### config.mk
export PLATFORM = sky130hd
export DESIGN_NAME = ieee_to_fixed_pipe
export DESIGN_NICKNAME = d
export VERILOG_FILES = /design/src/rtl/ieee754_pkg.sv /design/src/rtl/fixed_align_shifter.sv /design/src/rtl/ieee_to_fixed_pipe.sv
export SDC_FILE = /design/constraint.sdc
export NUM_CORES = 1
export LEC_CHECK = 0
export ABC_AREA = 0
export CAP_MARGIN = 20
export CORE_MARGIN = 1
export CORE_UTILIZATION = 40
export DETAILED_ROUTE_END_ITERATION = 8
export SLEW_MARGIN = 5
export SYNTH_ARGS = -nofsm -noshare
export SYNTH_HDL_FRONTEND = slang
export SYNTH_HIERARCHICAL = 1
export SYNTH_SLANG_ARGS = --single-unit
### constraint.sdc
create_clock -name clk -period 9.9 [get_ports clk]
set_input_delay 0.99 -clock clk [delete_from_list [all_inputs] [get_ports clk]]
set_output_delay 0.99 -clock clk [all_outputs]
set_load 0.1 [all_outputs]
### src/rtl/ieee754_pkg.sv
// Shared IEEE-754 single-precision field layout, value classes and the
// unpacked record carried from the unpack stage into the align stage.
package ieee754_pkg;

  localparam int SGN_BIT     = 31;
  localparam int EXP_MSB     = 30;
  localparam int EXP_LSB     = 23;
  localparam int MAN_MSB     = 22;
  localparam int MAN_LSB     = 0;
  localparam int BIAS        = 127;
  localparam int EXP_SPECIAL = 255;

  typedef enum logic [1:0] {
    CLS_ZERO,
    CLS_NORM,
    CLS_INF,
    CLS_NAN
  } cls_e;

  // Unpacked single: sign, raw exponent, significand with hidden bit,
  // whether the stored mantissa was nonzero, and the value class.
  typedef struct packed {
    logic        sign;
    logic [7:0]  exp;
    logic [23:0] sig;
    logic        mant_nz;
    cls_e        cls;
  } s1_rec_t;

  function automatic cls_e classify(input logic [7:0] exp, input logic [22:0] mant);
    if (exp == 8'(EXP_SPECIAL)) return (mant == '0) ? CLS_INF : CLS_NAN;
    if (exp == 8'd0)            return CLS_ZERO;
    return CLS_NORM;
  endfunction

endpackage

### src/rtl/fixed_align_shifter.sv
// Align stage datapath: places a normal significand into the
// INT_W.FRAC_W fixed-point field and produces the guard bit (weight
// 2^-(FRAC_W+1)) plus the sticky OR of everything below it.
module fixed_align_shifter
  import ieee754_pkg::*;
#(
  parameter int INT_W  = 5,
  parameter int FRAC_W = 5
) (
  input  logic [7:0]              exp,
  input  logic [23:0]             sig,
  output logic [INT_W+FRAC_W-1:0] mag,
  output logic                    guard,
  output logic                    sticky,
  output logic                    ovf,
  output logic                    tiny
);

  localparam int W  = INT_W + FRAC_W;
  // Field, guard bit, then 24 sticky-region bits so that even the
  // smallest in-range exponent keeps every significand bit visible.
  localparam int XW = W + 25;

  localparam logic signed [9:0] OVF_E  = 10'(INT_W);
  localparam logic signed [9:0] TINY_E = 10'(-(FRAC_W + 1));

  logic signed [9:0] e;
  logic [9:0]        pos;
  logic [5:0]        shamt;
  logic [XW-1:0]     wide;

  assign e   = $signed({2'b00, exp}) - $signed(10'(BIAS));
  // Bit position of the significand LSB inside the extended vector.
  assign pos = e + 10'(FRAC_W + 2);

  assign ovf  = (e >= OVF_E);
  assign tiny = (e < TINY_E);

  // Shift amount is only meaningful in range; clamp it otherwise.
  always_comb begin
    shamt = (ovf || tiny) ? 6'd0 : pos[5:0];
    wide  = {{(XW-24){1'b0}}, sig} << shamt;
  end

  assign mag    = wide[XW-1:25];
  assign guard  = wide[24];
  assign sticky = |wide[23:0];

endmodule

### src/rtl/ieee_to_fixed_pipe.sv
// Three-stage valid/ready converter from IEEE-754 single to
// sign-magnitude INT_W.FRAC_W fixed point with saturation and flags.
// S1 unpacks, S2 aligns, S3 rounds/saturates into the output registers.
// Define IEEE_TO_FIXED_ROUND_NEAREST_EN for round-to-nearest-even in S3;
// otherwise the magnitude is truncated toward zero.
module ieee_to_fixed_pipe
  import ieee754_pkg::*;
#(
  parameter int INT_W  = 5,
  parameter int FRAC_W = 5
) (
  input  logic              clk,
  input  logic              rst,
  input  logic              in_valid,
  output logic              in_ready,
  input  logic [31:0]       in,
  output logic              out_valid,
  input  logic              out_ready,
  output logic              out_sign,
  output logic [INT_W-1:0]  out_digit,
  output logic [FRAC_W-1:0] out_float,
  output logic              out_ovf,
  output logic              out_nan,
  output logic              out_inexact
);

  localparam int W = INT_W + FRAC_W;

  // Stage enables: a stage may load when it is empty or draining.
  logic s1_en, s2_en, s3_en;
  logic s1_valid, s2_valid;

  assign s3_en    = !out_valid || out_ready;
  assign s2_en    = !s2_valid || s3_en;
  assign s1_en    = !s1_valid || s2_en;
  assign in_ready = s1_en;

  // ---------------- S1: unpack ----------------
  s1_rec_t s1_d, s1_q;

  // Split the word into fields and classify it.
  always_comb begin
    s1_d.sign    = in[SGN_BIT];
    s1_d.exp     = in[EXP_MSB:EXP_LSB];
    s1_d.mant_nz = |in[MAN_MSB:MAN_LSB];
    s1_d.cls     = classify(in[EXP_MSB:EXP_LSB], in[MAN_MSB:MAN_LSB]);
    s1_d.sig     = (in[EXP_MSB:EXP_LSB] == 8'd0) ? 24'd0 : {1'b1, in[MAN_MSB:MAN_LSB]};
  end

  // S1 register: capture the input word on a transfer.
  // NOTE: sequential state uses non-blocking assignments so every register
  // samples pre-edge values regardless of statement order.
  // NOTE: only valid bits and visible outputs are reset; payload registers
  // are qualified by their valid bit and need no reset.
  always_ff @(posedge clk) begin
    if (rst) begin
      s1_valid <= 1'b0;
    end else if (s1_en) begin
      s1_valid <= in_valid;
      if (in_valid) s1_q <= s1_d;
    end
  end

  // ---------------- S2: align ----------------
  logic [W-1:0] sh_mag;
  logic         sh_guard, sh_sticky, sh_ovf, sh_tiny;

  fixed_align_shifter #(
    .INT_W (INT_W),
    .FRAC_W(FRAC_W)
  ) u_align (
    .exp   (s1_q.exp),
    .sig   (s1_q.sig),
    .mag   (sh_mag),
    .guard (sh_guard),
    .sticky(sh_sticky),
    .ovf   (sh_ovf),
    .tiny  (sh_tiny)
  );

  logic         s2_d_sign, s2_d_guard, s2_d_sticky, s2_d_ovf, s2_d_nan;
  logic [W-1:0] s2_d_mag;

  // Resolve special classes, overflow and tiny values around the shifter.
  // NOTE: every output gets a default first so no path infers a latch.
  always_comb begin
    s2_d_sign   = s1_q.sign;
    s2_d_mag    = '0;
    s2_d_guard  = 1'b0;
    s2_d_sticky = 1'b0;
    s2_d_ovf    = 1'b0;
    s2_d_nan    = 1'b0;
    case (s1_q.cls)
      CLS_NAN: begin
        s2_d_sign = 1'b0;
        s2_d_nan  = 1'b1;
      end
      CLS_INF: begin
        s2_d_mag = '1;
        s2_d_ovf = 1'b1;
      end
      CLS_ZERO: s2_d_sticky = s1_q.mant_nz;
      default: begin
        if (sh_ovf) begin
          s2_d_mag = '1;
          s2_d_ovf = 1'b1;
        end else if (sh_tiny) begin
          s2_d_sticky = 1'b1;
        end else begin
          s2_d_mag    = sh_mag;
          s2_d_guard  = sh_guard;
          s2_d_sticky = sh_sticky;
        end
      end
    endcase
  end

  logic         s2_sign, s2_guard, s2_sticky, s2_ovf, s2_nan;
  logic [W-1:0] s2_mag;

  // S2 register: aligned magnitude with guard/sticky and flags.
  always_ff @(posedge clk) begin
    if (rst) begin
      s2_valid <= 1'b0;
    end else if (s2_en) begin
      s2_valid <= s1_valid;
      if (s1_valid) begin
        s2_sign   <= s2_d_sign;
        s2_mag    <= s2_d_mag;
        s2_guard  <= s2_d_guard;
        s2_sticky <= s2_d_sticky;
        s2_ovf    <= s2_d_ovf;
        s2_nan    <= s2_d_nan;
      end
    end
  end

  // ---------------- S3: round / saturate ----------------
  logic [W-1:0] s3_mag;
  logic         s3_ovf;

`ifdef IEEE_TO_FIXED_ROUND_NEAREST_EN
  logic         round_up;
  logic [W:0]   sum;

  // Round to nearest, ties to even; a carry out saturates.
  always_comb begin
    round_up = s2_guard & (s2_sticky | s2_mag[0]);
    sum      = {1'b0, s2_mag} + {{W{1'b0}}, round_up};
    if (sum[W]) begin
      s3_mag = '1;
      s3_ovf = 1'b1;
    end else begin
      s3_mag = sum[W-1:0];
      s3_ovf = s2_ovf;
    end
  end
`else
  // Truncate toward zero: discarded bits only feed the inexact flag.
  always_comb begin
    s3_mag = s2_mag;
    s3_ovf = s2_ovf;
  end
`endif

  logic [W-1:0] out_mag;

  // Output register: holds steady while the consumer stalls.
  always_ff @(posedge clk) begin
    if (rst) begin
      out_valid   <= 1'b0;
      out_sign    <= 1'b0;
      out_mag     <= '0;
      out_ovf     <= 1'b0;
      out_nan     <= 1'b0;
      out_inexact <= 1'b0;
    end else if (s3_en) begin
      out_valid <= s2_valid;
      if (s2_valid) begin
        out_sign    <= s2_sign;
        out_mag     <= s3_mag;
        out_ovf     <= s3_ovf;
        out_nan     <= s2_nan;
        out_inexact <= s2_guard | s2_sticky;
      end
    end
  end

  assign out_digit = out_mag[W-1:FRAC_W];
  assign out_float = out_mag[FRAC_W-1:0];

endmodule

==> results of run 1 <==
## layout by cell type (no fill, tap or decap), types with 11 or more instances in the layout
cell type / Yosys / final
nand2_1: 67 / 67
a31oi_1: 14 / 14
o21ai_0: 39 / 39
nor4_1: 12 / 12
a21o_1: 12 / 12
inv_1: 14 / 14
a21oi_1: 58 / 58
dfxtp_1: 17 / 17
mux2i_1: 14 / 14
clkdlybuf4s50_1: 0 / 51
a211oi_1: 11 / 11
nand3_1: 28 / 28
nor2_1: 52 / 51
and2_1: 27 / 27
edfxtp_1: 51 / 51
## tightest hold or removal path, cell delays in order, from the launching register on
cell	delay, ns
dfxtp_1	0.30
o21ai_0	0.06
a21oi_1	0.06
## cell families after synthesis
family / after synthesis
compound gates: 207
xor+xnor: 4
fa+ha+maj: 3
buf+inv: 66
flops: 68
mux: 22
simple gates: 254
## sequential cells by signal, summed over array words and instances (netlist names)
signal / cells
s1_valid: 1
s2_sticky: 1
s2_mag: 10
s2_ovf: 1
s2_guard: 1
s2_valid: 1
s1_q: 36
out_ovf: 1
out_sign: 1
s2_sign: 1
out_nan: 1
out_valid: 1
out_inexact: 1
out_mag: 10
s2_nan: 1
## Yosys cell counts (all sizes together), types with 4 or more instances
master	count
nand2	68
a21oi	59
nor2	55
edfxtp	51
o21ai	48
buf	29
nand3	28
and2	27
clkbuf	22
dfxtp	17
inv	15
a31oi	14
mux2i	14
nor4	13
a21o	12
a211oi	11
and3	9
nand2b	9
nor2b	9
nor3	9
o211ai	9
o22ai	8
nand4	7
a22oi	6
mux2	6
a32oi	5
a311oi	4
and4	4
or2	4
## worst paths after layout
path,startpoint,end,slack (ns),cells past startpoint
max reg2reg,s1_q[27],s2_sticky,4.17,16
max,s1_q[27],s2_sticky,4.17,16
min,out_mag[7],out_mag[7],0.47,2
min reg2reg,out_mag[7],out_mag[7],0.47,2
## metrics by stage
stage                     instances  worst slack, ns  cell area [um^2]
after CTS                       822            4.324              6076
after detailed placement        806            4.329              5772
after global routing            822            3.910              6076
after global placement          805            4.425              5764
after floorplan                 624            4.708              5215
final                           822            4.174              6076
## area by class of cell
| type | count | area (um^2) |
|---|---|---|
| Clock buffer | 12 | 277.8 |
| Tap cell | 172 | 215.2 |
| Fill cell | 1259 | 6595 |
| Sequential cell | 68 | 1872 |
| Timing Repair Buffer | 61 | 585.6 |
| Inverter | 15 | 56.30 |
| Clock inverter | 4 | 26.28 |
| Multi-Input combinational cell | 490 | 3043 |
## where the power goes
group,internal (mW),switching [mW]
registers,0.324,0.0213
logic,0.0768,0.133
clock network,0.199,0.120
## per-layer routing
metal	routed length, um	part of all wire	global-route usage	up-vias
li1	-	-	-	2384
met1	7207	0.45	0.3504	2349
met2	6996	0.44	0.3675	242
met3	1231	0.077	0.05293	37
met4	490	0.031	0.1205	0
met5	0	0	0	-
==> flow_results.xml, run 1 <==
<?xml version="1.0" encoding="UTF-8"?>
<metrics>
  <group name="status">
    <metric name="status" unit="">completed</metric>
  </group>
  <group name="sta">
    <metric name="timing.max_slew.rel_slack" unit="">0.3482</metric>
    <metric name="fin_tns_setup" unit="ns">0</metric>
    <metric name="slew_violations" unit="">0</metric>
    <metric name="timing.final.setup_violations" unit="">0</metric>
    <metric name="worst_slew_pin_slew" unit="ns">0.9747</metric>
    <metric name="clock-skew-final" unit="ns">0.006226</metric>
    <metric name="timing.final.crit_period" unit="ns">5.726</metric>
    <metric name="min_period_over_period" unit="">0.5784</metric>
    <metric name="hold_slack" unit="ns">0.4743</metric>
    <metric name="max_freq" unit="MHz">174.6</metric>
    <metric name="hold_violations" unit="">0</metric>
    <metric name="rsz_0062_raised_after_global_routing" unit="">false</metric>
  </group>
  <group name="floorplanning">
    <metric name="initial_util" unit="">0.4116</metric>
    <metric name="die_h" unit="um">116.2</metric>
    <metric name="ioPinCount" unit="">52</metric>
    <metric name="floorplan.die.width" unit="um">116.2</metric>
    <metric name="placement_rows" unit="">41</metric>
    <metric name="die_area" unit="um^2">13500</metric>
    <metric name="coreArea" unit="um^2">12670</metric>
  </group>
  <group name="grt">
    <metric name="via_count_of_the_first_global_routing_pass" unit="">4537</metric>
    <metric name="grt_use_total" unit="">0.2506</metric>
    <metric name="grt_total_ovfl" unit="">0</metric>
    <metric name="grt_first_pass_wirelength" unit="um">25140</metric>
    <metric name="number_of_antenna_violations_at_the_first_check_in_global_routing" unit="">0</metric>
    <metric name="maximum_number_of_pins_on_one_net_before_global_route_repair" unit="">55</metric>
  </group>
  <group name="setup_path">
    <metric name="worstPathBufferInverterCount" unit="">3</metric>
    <metric name="worst-path-max-fanout" unit="">54</metric>
    <metric name="critPathSlowestCell" unit="">nand2_4</metric>
    <metric name="timing.critical_path.to_type" unit="">register</metric>
    <metric name="critical_path.cell_chain" unit="">buf_4 -&gt; inv_2 -&gt; ha_1 -&gt; buf_4 -&gt; nor2b_1 -&gt; a21oi_1 -&gt; nand4_1 -&gt; nand2_4 -&gt; mux2i_1 -&gt; or4b_4 -&gt; o21ai_2 -&gt; nand4_1 -&gt; o41a_1 -&gt; a221o_1 -&gt; o211ai_1 -&gt; a21oi_1</metric>
    <metric name="max_stage_delay" unit="ns">0.61</metric>
    <metric name="cp_top_family" unit="">simple AND/OR/NAND/NOR gates</metric>
    <metric name="cp.required" unit="ns">9.99</metric>
    <metric name="worstPathArrival" unit="ns">5.82</metric>
    <metric name="critical_path_class" unit="">register to register</metric>
    <metric name="category_of_the_worst_setup_path_launch_point" unit="">register</metric>
  </group>
  <group name="synthesis">
    <metric name="synth_area_leaders" unit="">edfxtp_1, dfxtp_1, a21oi_1</metric>
    <metric name="synth_fp_nets" unit="">663</metric>
    <metric name="yosysWarningCount" unit="">6</metric>
    <metric name="synth-simple-area-share" unit="">0.2483</metric>
    <metric name="yosys.area_share.xor_xnor" unit="">0.008157</metric>
    <metric name="synth_top_family_by_area" unit="">compound AO/OA/AOI/OAI gates</metric>
    <metric name="synth_top_flop_cell" unit="">edfxtp_1</metric>
    <metric name="synth_largest_type_area_fraction" unit="">0.2937</metric>
    <metric name="count_of_flip_flops_with_a_built_in_enable_after_synthesis" unit="">51</metric>
    <metric name="synthesis.instances" unit="">624</metric>
    <metric name="post_synth.cell_area_avg" unit="um^2">8.357</metric>
    <metric name="netlist-cell-type-count" unit="">82</metric>
    <metric name="synthAdderAreaFrac" unit="">0.007198</metric>
    <metric name="post-synth-top-area-cell" unit="">edfxtp_1</metric>
    <metric name="synth_compound_gate_area_share" unit="">0.2692</metric>
    <metric name="synth.mux.area_fraction" unit="">0.04918</metric>
    <metric name="number_of_register_bits_inferred_by_synthesis" unit="">68</metric>
    <metric name="asyncSetResetFlopFracSynth" unit="">0</metric>
    <metric name="yosysSeqAreaShare" unit="">0.3589</metric>
    <metric name="syn_area" unit="um^2">5215</metric>
  </group>
  <group name="layout">
    <metric name="share_of_final_layout_standard_cells_stronger_than_drive_strength_1" unit="">0.09692</metric>
    <metric name="finalNetCount" unit="">684</metric>
    <metric name="area_growth_syn_to_layout" unit="%">16.51</metric>
    <metric name="n_antenna_cell" unit="">0</metric>
    <metric name="end_of_flow_core_utilization" unit="">0.4795</metric>
  </group>
  <group name="clocking">
    <metric name="tritoncts" unit="">done</metric>
    <metric name="cts_max_path_buffers" unit="">2</metric>
    <metric name="numCtsBuffers" unit="">9</metric>
    <metric name="cts_root_buffer_type" unit="">clkbuf_16</metric>
    <metric name="clkLatencyLatePin" unit="ns">0.34</metric>
    <metric name="post_cts.repair.setup_buffers" unit="">0</metric>
    <metric name="htreeDepth" unit="">3</metric>
    <metric name="path_clk_slew" unit="ns">0.06</metric>
    <metric name="post_cts_resized" unit="">0</metric>
    <metric name="cts-hold-fix-buffers" unit="">0</metric>
    <metric name="cts.sinks" unit="">68</metric>
  </group>
  <group name="pwr">
    <metric name="power.density" unit="nW/um^2">143.8</metric>
    <metric name="peakVddDrop" unit="V">0.00008278</metric>
    <metric name="p_leak" unit="nW">2.111</metric>
    <metric name="fin_total_pwr" unit="mW">0.8736</metric>
  </group>
  <group name="placed_design">
    <metric name="total_of_buffers_placed_on_input_and_output_ports" unit="">51</metric>
    <metric name="dp_hpwl" unit="um">11420</metric>
    <metric name="routability_congestion_estimate" unit="">1.016</metric>
  </group>
  <group name="detailed_routing">
    <metric name="number_of_routed_nets_with_antenna_violations" unit="">0</metric>
    <metric name="iteration_count_of_the_initial_detailed_routing_pass" unit="">7</metric>
    <metric name="totalWireLength" unit="um">15930</metric>
    <metric name="detail_route.drc_violations" unit="">0</metric>
    <metric name="dr.first_iter.drc_count" unit="">501</metric>
    <metric name="detail_route.wl_per_cell" unit="um">19.37</metric>
    <metric name="vias" unit="">5012</metric>
    <metric name="route.detailed.vias_per_inst" unit="">6.097</metric>
  </group>
  <group name="run">
    <metric name="timing.max_cap.violations" unit="">0</metric>
  </group>
  <group name="min_path">
    <metric name="worstHoldPathType" unit="">register to register</metric>
  </group>
</metrics>
Power figures use the tool's default switching activity.
==> run 2, diff against run 1 <==
clock period = 5.7 ns   (was 9.9 ns; I/O delays follow)
==> run 2 against run 1 <==
Compared with the run above: sequential power increased by 74%; via count increased by 2.2%; sequential cell count unchanged; hold slack about the same; critical path depth decreased by 2; clock skew decreased by 0.00096 ns; sequential share of layout area decreased by 0.26 points; critical path type unchanged; largest cell class unchanged.
==> flow_results.xml, run 2 (same netlist as run 1, synthesis figures left out) <==
<?xml version="1.0" encoding="UTF-8"?>
<metrics>
  <group name="layout">
    <metric name="finalNetCount" unit="">688</metric>
    <metric name="layout.filler_cells" unit="">1228</metric>
    <metric name="reg.largest.list" unit="">s1_q x36, out_mag x10, s2_mag x10</metric>
    <metric name="area_growth_syn_to_layout" unit="%">17.51</metric>
    <metric name="largest_reg_flops" unit="">36</metric>
    <metric name="max_flop_register" unit="">s1_q</metric>
    <metric name="most_frequent_cells_in_the_layout" unit="">nand2_1, a21oi_1, nor2_1</metric>
    <metric name="design_area" unit="um^2">6128</metric>
    <metric name="n_antenna_cell" unit="">0</metric>
    <metric name="layout.cells.most_common" unit="">nand2_1</metric>
    <metric name="share_of_final_layout_standard_cells_stronger_than_drive_strength_1" unit="">0.1009</metric>
    <metric name="end_of_flow_core_utilization" unit="">0.4837</metric>
  </group>
  <group name="clocking">
    <metric name="post_cts_resized" unit="">0</metric>
    <metric name="tritoncts" unit="">done</metric>
    <metric name="htreeDepth" unit="">3</metric>
    <metric name="clkLatencyLatePin" unit="ns">0.34</metric>
    <metric name="cts_root_buffer_type" unit="">clkbuf_16</metric>
    <metric name="cts_max_path_buffers" unit="">2</metric>
    <metric name="numCtsBuffers" unit="">9</metric>
    <metric name="path_clk_slew" unit="ns">0.06</metric>
    <metric name="cts.sinks" unit="">68</metric>
    <metric name="cts-hold-fix-buffers" unit="">0</metric>
    <metric name="post_cts.repair.setup_buffers" unit="">0</metric>
  </group>
  <group name="setup_path">
    <metric name="critical_path.cell_chain" unit="">buf_4 -&gt; ha_1 -&gt; nor2b_1 -&gt; o2111ai_2 -&gt; xor2_2 -&gt; o211ai_2 -&gt; a311oi_2 -&gt; nor3_1 -&gt; nor3_1 -&gt; nand4_1 -&gt; o41a_1 -&gt; a221o_1 -&gt; o211ai_1 -&gt; a21oi_1</metric>
    <metric name="cp_common_cell" unit="">nor3_1</metric>
    <metric name="timing.critical_path.to_type" unit="">register</metric>
    <metric name="worst-path-max-fanout" unit="">50</metric>
    <metric name="category_of_the_worst_setup_path_launch_point" unit="">register</metric>
    <metric name="critical_path_class" unit="">register to register</metric>
    <metric name="cp.required" unit="ns">5.79</metric>
    <metric name="max_stage_delay" unit="ns">0.52</metric>
    <metric name="critPathSlowestCell" unit="">o211ai_2</metric>
    <metric name="worstPathArrival" unit="ns">4.94</metric>
  </group>
  <group name="detailed_routing">
    <metric name="route.detailed.vias_per_inst" unit="">6.200</metric>
    <metric name="dr.first_iter.drc_count" unit="">559</metric>
    <metric name="detail_route.drc_violations" unit="">0</metric>
    <metric name="detail_route.wl_per_cell" unit="um">19.66</metric>
    <metric name="number_of_routed_nets_with_antenna_violations" unit="">0</metric>
    <metric name="vias" unit="">5121</metric>
    <metric name="iteration_count_of_the_initial_detailed_routing_pass" unit="">6</metric>
    <metric name="totalWireLength" unit="um">16240</metric>
  </group>
  <group name="sta">
    <metric name="hold_violations" unit="">0</metric>
    <metric name="slew_violations" unit="">0</metric>
    <metric name="worst_slew_pin_slew" unit="ns">1.087</metric>
    <metric name="fin_tns_setup" unit="ns">0</metric>
    <metric name="timing.max_slew.rel_slack" unit="">0.2753</metric>
    <metric name="clock-skew-final" unit="ns">0.005263</metric>
    <metric name="min_period_over_period" unit="">0.8507</metric>
    <metric name="timing.final.setup_violations" unit="">0</metric>
    <metric name="max_freq" unit="MHz">206.2</metric>
    <metric name="rsz_0062_raised_after_global_routing" unit="">false</metric>
    <metric name="timing.final.crit_period" unit="ns">4.849</metric>
  </group>
  <group name="pwr">
    <metric name="power.density" unit="nW/um^2">255.4</metric>
    <metric name="fin_total_pwr" unit="mW">1.565</metric>
    <metric name="p_leak" unit="nW">2.137</metric>
    <metric name="peakVddDrop" unit="V">0.0001581</metric>
  </group>
  <group name="placed_design">
    <metric name="place_area" unit="um^2">5799</metric>
    <metric name="dp_hpwl" unit="um">11720</metric>
    <metric name="routability_congestion_estimate" unit="">0.9887</metric>
    <metric name="total_of_buffers_placed_on_input_and_output_ports" unit="">51</metric>
  </group>
  <group name="grt">
    <metric name="grt_total_ovfl" unit="">0</metric>
    <metric name="via_count_of_the_first_global_routing_pass" unit="">4777</metric>
    <metric name="grt_first_pass_wirelength" unit="um">25920</metric>
    <metric name="number_of_antenna_violations_at_the_first_check_in_global_routing" unit="">0</metric>
    <metric name="grt_use_total" unit="">0.2546</metric>
    <metric name="maximum_number_of_pins_on_one_net_before_global_route_repair" unit="">51</metric>
  </group>
  <group name="floorplanning">
    <metric name="initial_util" unit="">0.4116</metric>
    <metric name="placement_rows" unit="">41</metric>
    <metric name="die_h" unit="um">116.2</metric>
    <metric name="die_area" unit="um^2">13500</metric>
    <metric name="coreArea" unit="um^2">12670</metric>
    <metric name="floorplan.die.width" unit="um">116.2</metric>
    <metric name="ioPinCount" unit="">52</metric>
  </group>
  <group name="run">
    <metric name="timing.max_cap.violations" unit="">0</metric>
  </group>
  <group name="min_path">
    <metric name="worstHoldPathType" unit="">register to register</metric>
  </group>
  <group name="status">
    <metric name="status" unit="">completed</metric>
  </group>
</metrics>
run 2: cell count changes in the layout (fill, tap and decap cells not counted):
| cell | before | now |
|---|---|---|
| nor2_2 | 3 | 2 |
| clkinv_4 | 0 | 3 |
| bufinv_16 | 0 | 1 |
| clkinv_2 | 1 | 0 |
| inv_4 | 2 | 0 |
| buf_4 | 10 | 14 |
| nor2_1 | 51 | 52 |
| clkbuf_8 | 2 | 1 |
run 2: stage by stage:
stage / setup slack (ns) / instances / hold slack, ns
6_report: 0.8513 / 826 / 0.4739
2_1_floorplan: 0.6927 / 624 / 0.4603
5_1_grt: 0.5717 / 826 / 0.4968
3_3_place_gp: 1.052 / 810 / 0.4626
4_1_cts: 0.9794 / 826 / 0.4756
3_5_place_dp: 0.9752 / 810 / 0.4672
run 2: cell type report:
| class | count | area (um^2) | share of cell area |
|---|---|---|---|
| multi-input combinational | 490 | 3040 | 0.4961 |
| sequential | 68 | 1872 | 0.3054 |
| timing repair buffer | 65 | 615.6 | 0.1004 |
| clock buffer | 11 | 264.0 | 0.04308 |
| tap | 172 | 215.2 | 0.03512 |
| clock inverter | 5 | 65.06 | 0.01062 |
| inverter | 15 | 56.30 | 0.009187 |
run 2: power by group:
group          internal (mW)  switching (mW)
clock                  0.381           0.217
combinational          0.135           0.231
sequential             0.562          0.0399
run 2: worst max-delay path: cells and delay by family (launching register included):
family / cells / cell delay [ns]
AO/OA/AOI/OAI: 7 / 2.11
XOR/XNOR: 1 / 0.47
adder cells (fa/ha/maj): 1 / 0.43
buffers and inverters: 1 / 0.47
flip-flops: 1 / 0.35
AND/OR/NAND/NOR: 4 / 0.76
run 2: final timing paths:
check	startpoint	endpoint	slack [ns]	cells past startpoint
max	s1_q[27]	s2_sticky	0.85	14
min	out_mag[0]	out_mag[0]	0.47	2
min reg2reg	out_mag[0]	out_mag[0]	0.47	2
max reg2reg	s1_q[27]	s2_sticky	0.85	14
run 2: routing by layer:
metal  vias to the layer above  track usage  share of wire  wire (um)
met5                         -            0              0          0
met4                         0       0.1205          0.034        545
met3                        47      0.04359          0.081       1316
met2                       282       0.3897           0.44       7209
met1                      2408       0.3496           0.44       7169
li1                       2384            -              -          -
==> run 3, diff against run 2 <==
CORE_MARGIN = 2   (was 1)
SLEW_MARGIN = 10   (was 5)
==> run 3 against run 2 <==
Compared with the run above: hold slack worse by 0.0012 ns; design area down 0.18%; non-clock buffer count decreased by 1; critical path type unchanged.
==> flow_results.xml, run 3 (same netlist as run 1, synthesis figures left out) <==
<?xml version="1.0" encoding="UTF-8"?>
<metrics>
  <group name="layout">
    <metric name="multiInputGateArea" unit="um^2">3040</metric>
    <metric name="share_of_final_layout_standard_cells_stronger_than_drive_strength_1" unit="">0.09954</metric>
    <metric name="end_of_flow_core_utilization" unit="">0.4828</metric>
    <metric name="finalNetCount" unit="">687</metric>
    <metric name="max_flop_register" unit="">s1_q</metric>
    <metric name="n_antenna_cell" unit="">0</metric>
    <metric name="layout.filler_cells" unit="">1242</metric>
    <metric name="reg.largest.list" unit="">s1_q x36, out_mag x10, s2_mag x10</metric>
    <metric name="most_frequent_cells_in_the_layout" unit="">nand2_1, a21oi_1, nor2_1</metric>
    <metric name="final-seq-area" unit="um^2">1872</metric>
    <metric name="largest_reg_flops" unit="">36</metric>
    <metric name="layout.cells.most_common" unit="">nand2_1</metric>
    <metric name="area_growth_syn_to_layout" unit="%">17.30</metric>
    <metric name="design_area" unit="um^2">6117</metric>
    <metric name="finalNonFillerCells" unit="">825</metric>
  </group>
  <group name="sta">
    <metric name="slew_violations" unit="">0</metric>
    <metric name="clock-skew-final" unit="ns">0.004189</metric>
    <metric name="timing.final.setup_violations" unit="">0</metric>
    <metric name="hold_slack" unit="ns">0.4727</metric>
    <metric name="max_freq" unit="MHz">204.5</metric>
    <metric name="rsz_0062_raised_after_global_routing" unit="">false</metric>
    <metric name="min_period_over_period" unit="">0.8578</metric>
    <metric name="worst_slew_pin_slew" unit="ns">1.032</metric>
    <metric name="hold_violations" unit="">0</metric>
    <metric name="fin_tns_setup" unit="ns">0</metric>
    <metric name="postLayoutSetupSlackWorst" unit="ns">0.8107</metric>
    <metric name="timing.max_slew.rel_slack" unit="">0.3121</metric>
    <metric name="timing.final.crit_period" unit="ns">4.889</metric>
  </group>
  <group name="detailed_routing">
    <metric name="totalWireLength" unit="um">15810</metric>
    <metric name="detail_route.wl_per_cell" unit="um">19.16</metric>
    <metric name="number_of_routed_nets_with_antenna_violations" unit="">0</metric>
    <metric name="detail_route.drc_violations" unit="">0</metric>
    <metric name="route.detailed.vias_per_inst" unit="">6.126</metric>
    <metric name="dr.first_iter.drc_count" unit="">584</metric>
    <metric name="vias" unit="">5054</metric>
    <metric name="iteration_count_of_the_initial_detailed_routing_pass" unit="">5</metric>
  </group>
  <group name="clocking">
    <metric name="htreeDepth" unit="">3</metric>
    <metric name="post_cts_resized" unit="">0</metric>
    <metric name="cts-hold-fix-buffers" unit="">0</metric>
    <metric name="cts.sinks" unit="">68</metric>
    <metric name="path_clk_slew" unit="ns">0.06</metric>
    <metric name="tritoncts" unit="">done</metric>
    <metric name="cts_max_path_buffers" unit="">2</metric>
    <metric name="numCtsBuffers" unit="">9</metric>
    <metric name="cts_root_buffer_type" unit="">clkbuf_16</metric>
    <metric name="post_cts.repair.setup_buffers" unit="">0</metric>
    <metric name="clkLatencyLatePin" unit="ns">0.34</metric>
  </group>
  <group name="floorplanning">
    <metric name="ioPinCount" unit="">52</metric>
    <metric name="die_area" unit="um^2">13970</metric>
    <metric name="initial_util" unit="">0.4116</metric>
    <metric name="floorplan.die.width" unit="um">118.2</metric>
    <metric name="coreArea" unit="um^2">12670</metric>
    <metric name="placement_rows" unit="">41</metric>
    <metric name="die_h" unit="um">118.2</metric>
  </group>
  <group name="grt">
    <metric name="grt_first_pass_wirelength" unit="um">25500</metric>
    <metric name="number_of_antenna_violations_at_the_first_check_in_global_routing" unit="">0</metric>
    <metric name="via_count_of_the_first_global_routing_pass" unit="">4701</metric>
    <metric name="maximum_number_of_pins_on_one_net_before_global_route_repair" unit="">51</metric>
    <metric name="grt_total_ovfl" unit="">0</metric>
    <metric name="grt_use_total" unit="">0.2311</metric>
  </group>
  <group name="setup_path">
    <metric name="worstSetupPathDepth" unit="">14</metric>
    <metric name="category_of_the_worst_setup_path_launch_point" unit="">register</metric>
    <metric name="cp_common_cell" unit="">nor3_1</metric>
    <metric name="cp_top_family" unit="">compound AO/OA/AOI/OAI gates</metric>
    <metric name="critPathSlowestCell" unit="">o211ai_2</metric>
    <metric name="worst-path-max-fanout" unit="">50</metric>
    <metric name="crit_path_start" unit="">s1_q[27]</metric>
    <metric name="max_stage_delay" unit="ns">0.51</metric>
    <metric name="critical_path.cell_chain" unit="">buf_4 -&gt; ha_1 -&gt; nor2b_1 -&gt; o2111ai_2 -&gt; xor2_2 -&gt; o211ai_2 -&gt; a311oi_2 -&gt; nor3_1 -&gt; nor3_1 -&gt; nand4_1 -&gt; o41a_1 -&gt; a221o_1 -&gt; o211ai_1 -&gt; a21oi_1</metric>
    <metric name="timing.critical_path.to_type" unit="">register</metric>
    <metric name="worst_r2r_startpoint" unit="">s1_q[27]</metric>
    <metric name="cp.required" unit="ns">5.79</metric>
    <metric name="critical_path_class" unit="">register to register</metric>
    <metric name="worstPathArrival" unit="ns">4.98</metric>
    <metric name="timing.reg2reg.worst_path_depth" unit="">14</metric>
    <metric name="worstPathBufferInverterCount" unit="">1</metric>
  </group>
  <group name="pwr">
    <metric name="fin_total_pwr" unit="mW">1.539</metric>
    <metric name="power.density" unit="nW/um^2">251.6</metric>
    <metric name="peakVddDrop" unit="V">0.0001383</metric>
    <metric name="p_leak" unit="nW">2.127</metric>
  </group>
  <group name="min_path">
    <metric name="hold_path_startpoint" unit="">out_mag[3]</metric>
    <metric name="worstHoldPathType" unit="">register to register</metric>
    <metric name="timing.hold.worst_path_depth" unit="">2</metric>
  </group>
  <group name="placed_design">
    <metric name="total_of_buffers_placed_on_input_and_output_ports" unit="">51</metric>
    <metric name="place_area" unit="um^2">5808</metric>
    <metric name="dp.cells" unit="">809</metric>
    <metric name="pre_cts_ws" unit="ns">0.9251</metric>
    <metric name="routability_congestion_estimate" unit="">1.030</metric>
    <metric name="dp_hpwl" unit="um">11630</metric>
  </group>
  <group name="run">
    <metric name="timing.max_cap.violations" unit="">0</metric>
  </group>
  <group name="status">
    <metric name="status" unit="">completed</metric>
  </group>
</metrics>
## run 3: worst min-delay path, cell delays in order, from the launching register on
cell and delay (ns):
dfxtp_1 0.30, o21ai_0 0.06, a21oi_1 0.06
## run 3: metal layers
metal,GRT usage,wire [um],vias to the layer above
met1,0.3222,7144,2353
met5,0,0,-
met4,0.09940,473,0
met3,0.04778,1269,37
li1,-,-,2391
met2,0.3461,6922,273
## run 3: cell type report
type,count,area share
flip-flops and latches,68,0.3060
repair buffers,64,0.1021
well taps,172,0.03518
clock inverters,7,0.01370
multi-input cells,490,0.4970
inverters,15,0.009204
clock buffers,9,0.03682
## run 3: path summary, 6_finish.rpt
| path | endpoint | slack (ns) |
|---|---|---|
| worst min-delay path | out_mag[3] | 0.47 |
| worst max register to register | s2_sticky | 0.81 |
| worst max-delay path | s2_sticky | 0.81 |
| worst min register to register | out_mag[3] | 0.47 |
## run 3: power breakdown
group	internal, mW	switching, mW	leakage (nW)
Combinational	0.136	0.228	1.37
Sequential	0.562	0.0381	0.613
Clock	0.346	0.229	0.149
Total	1.04	0.495	2.13
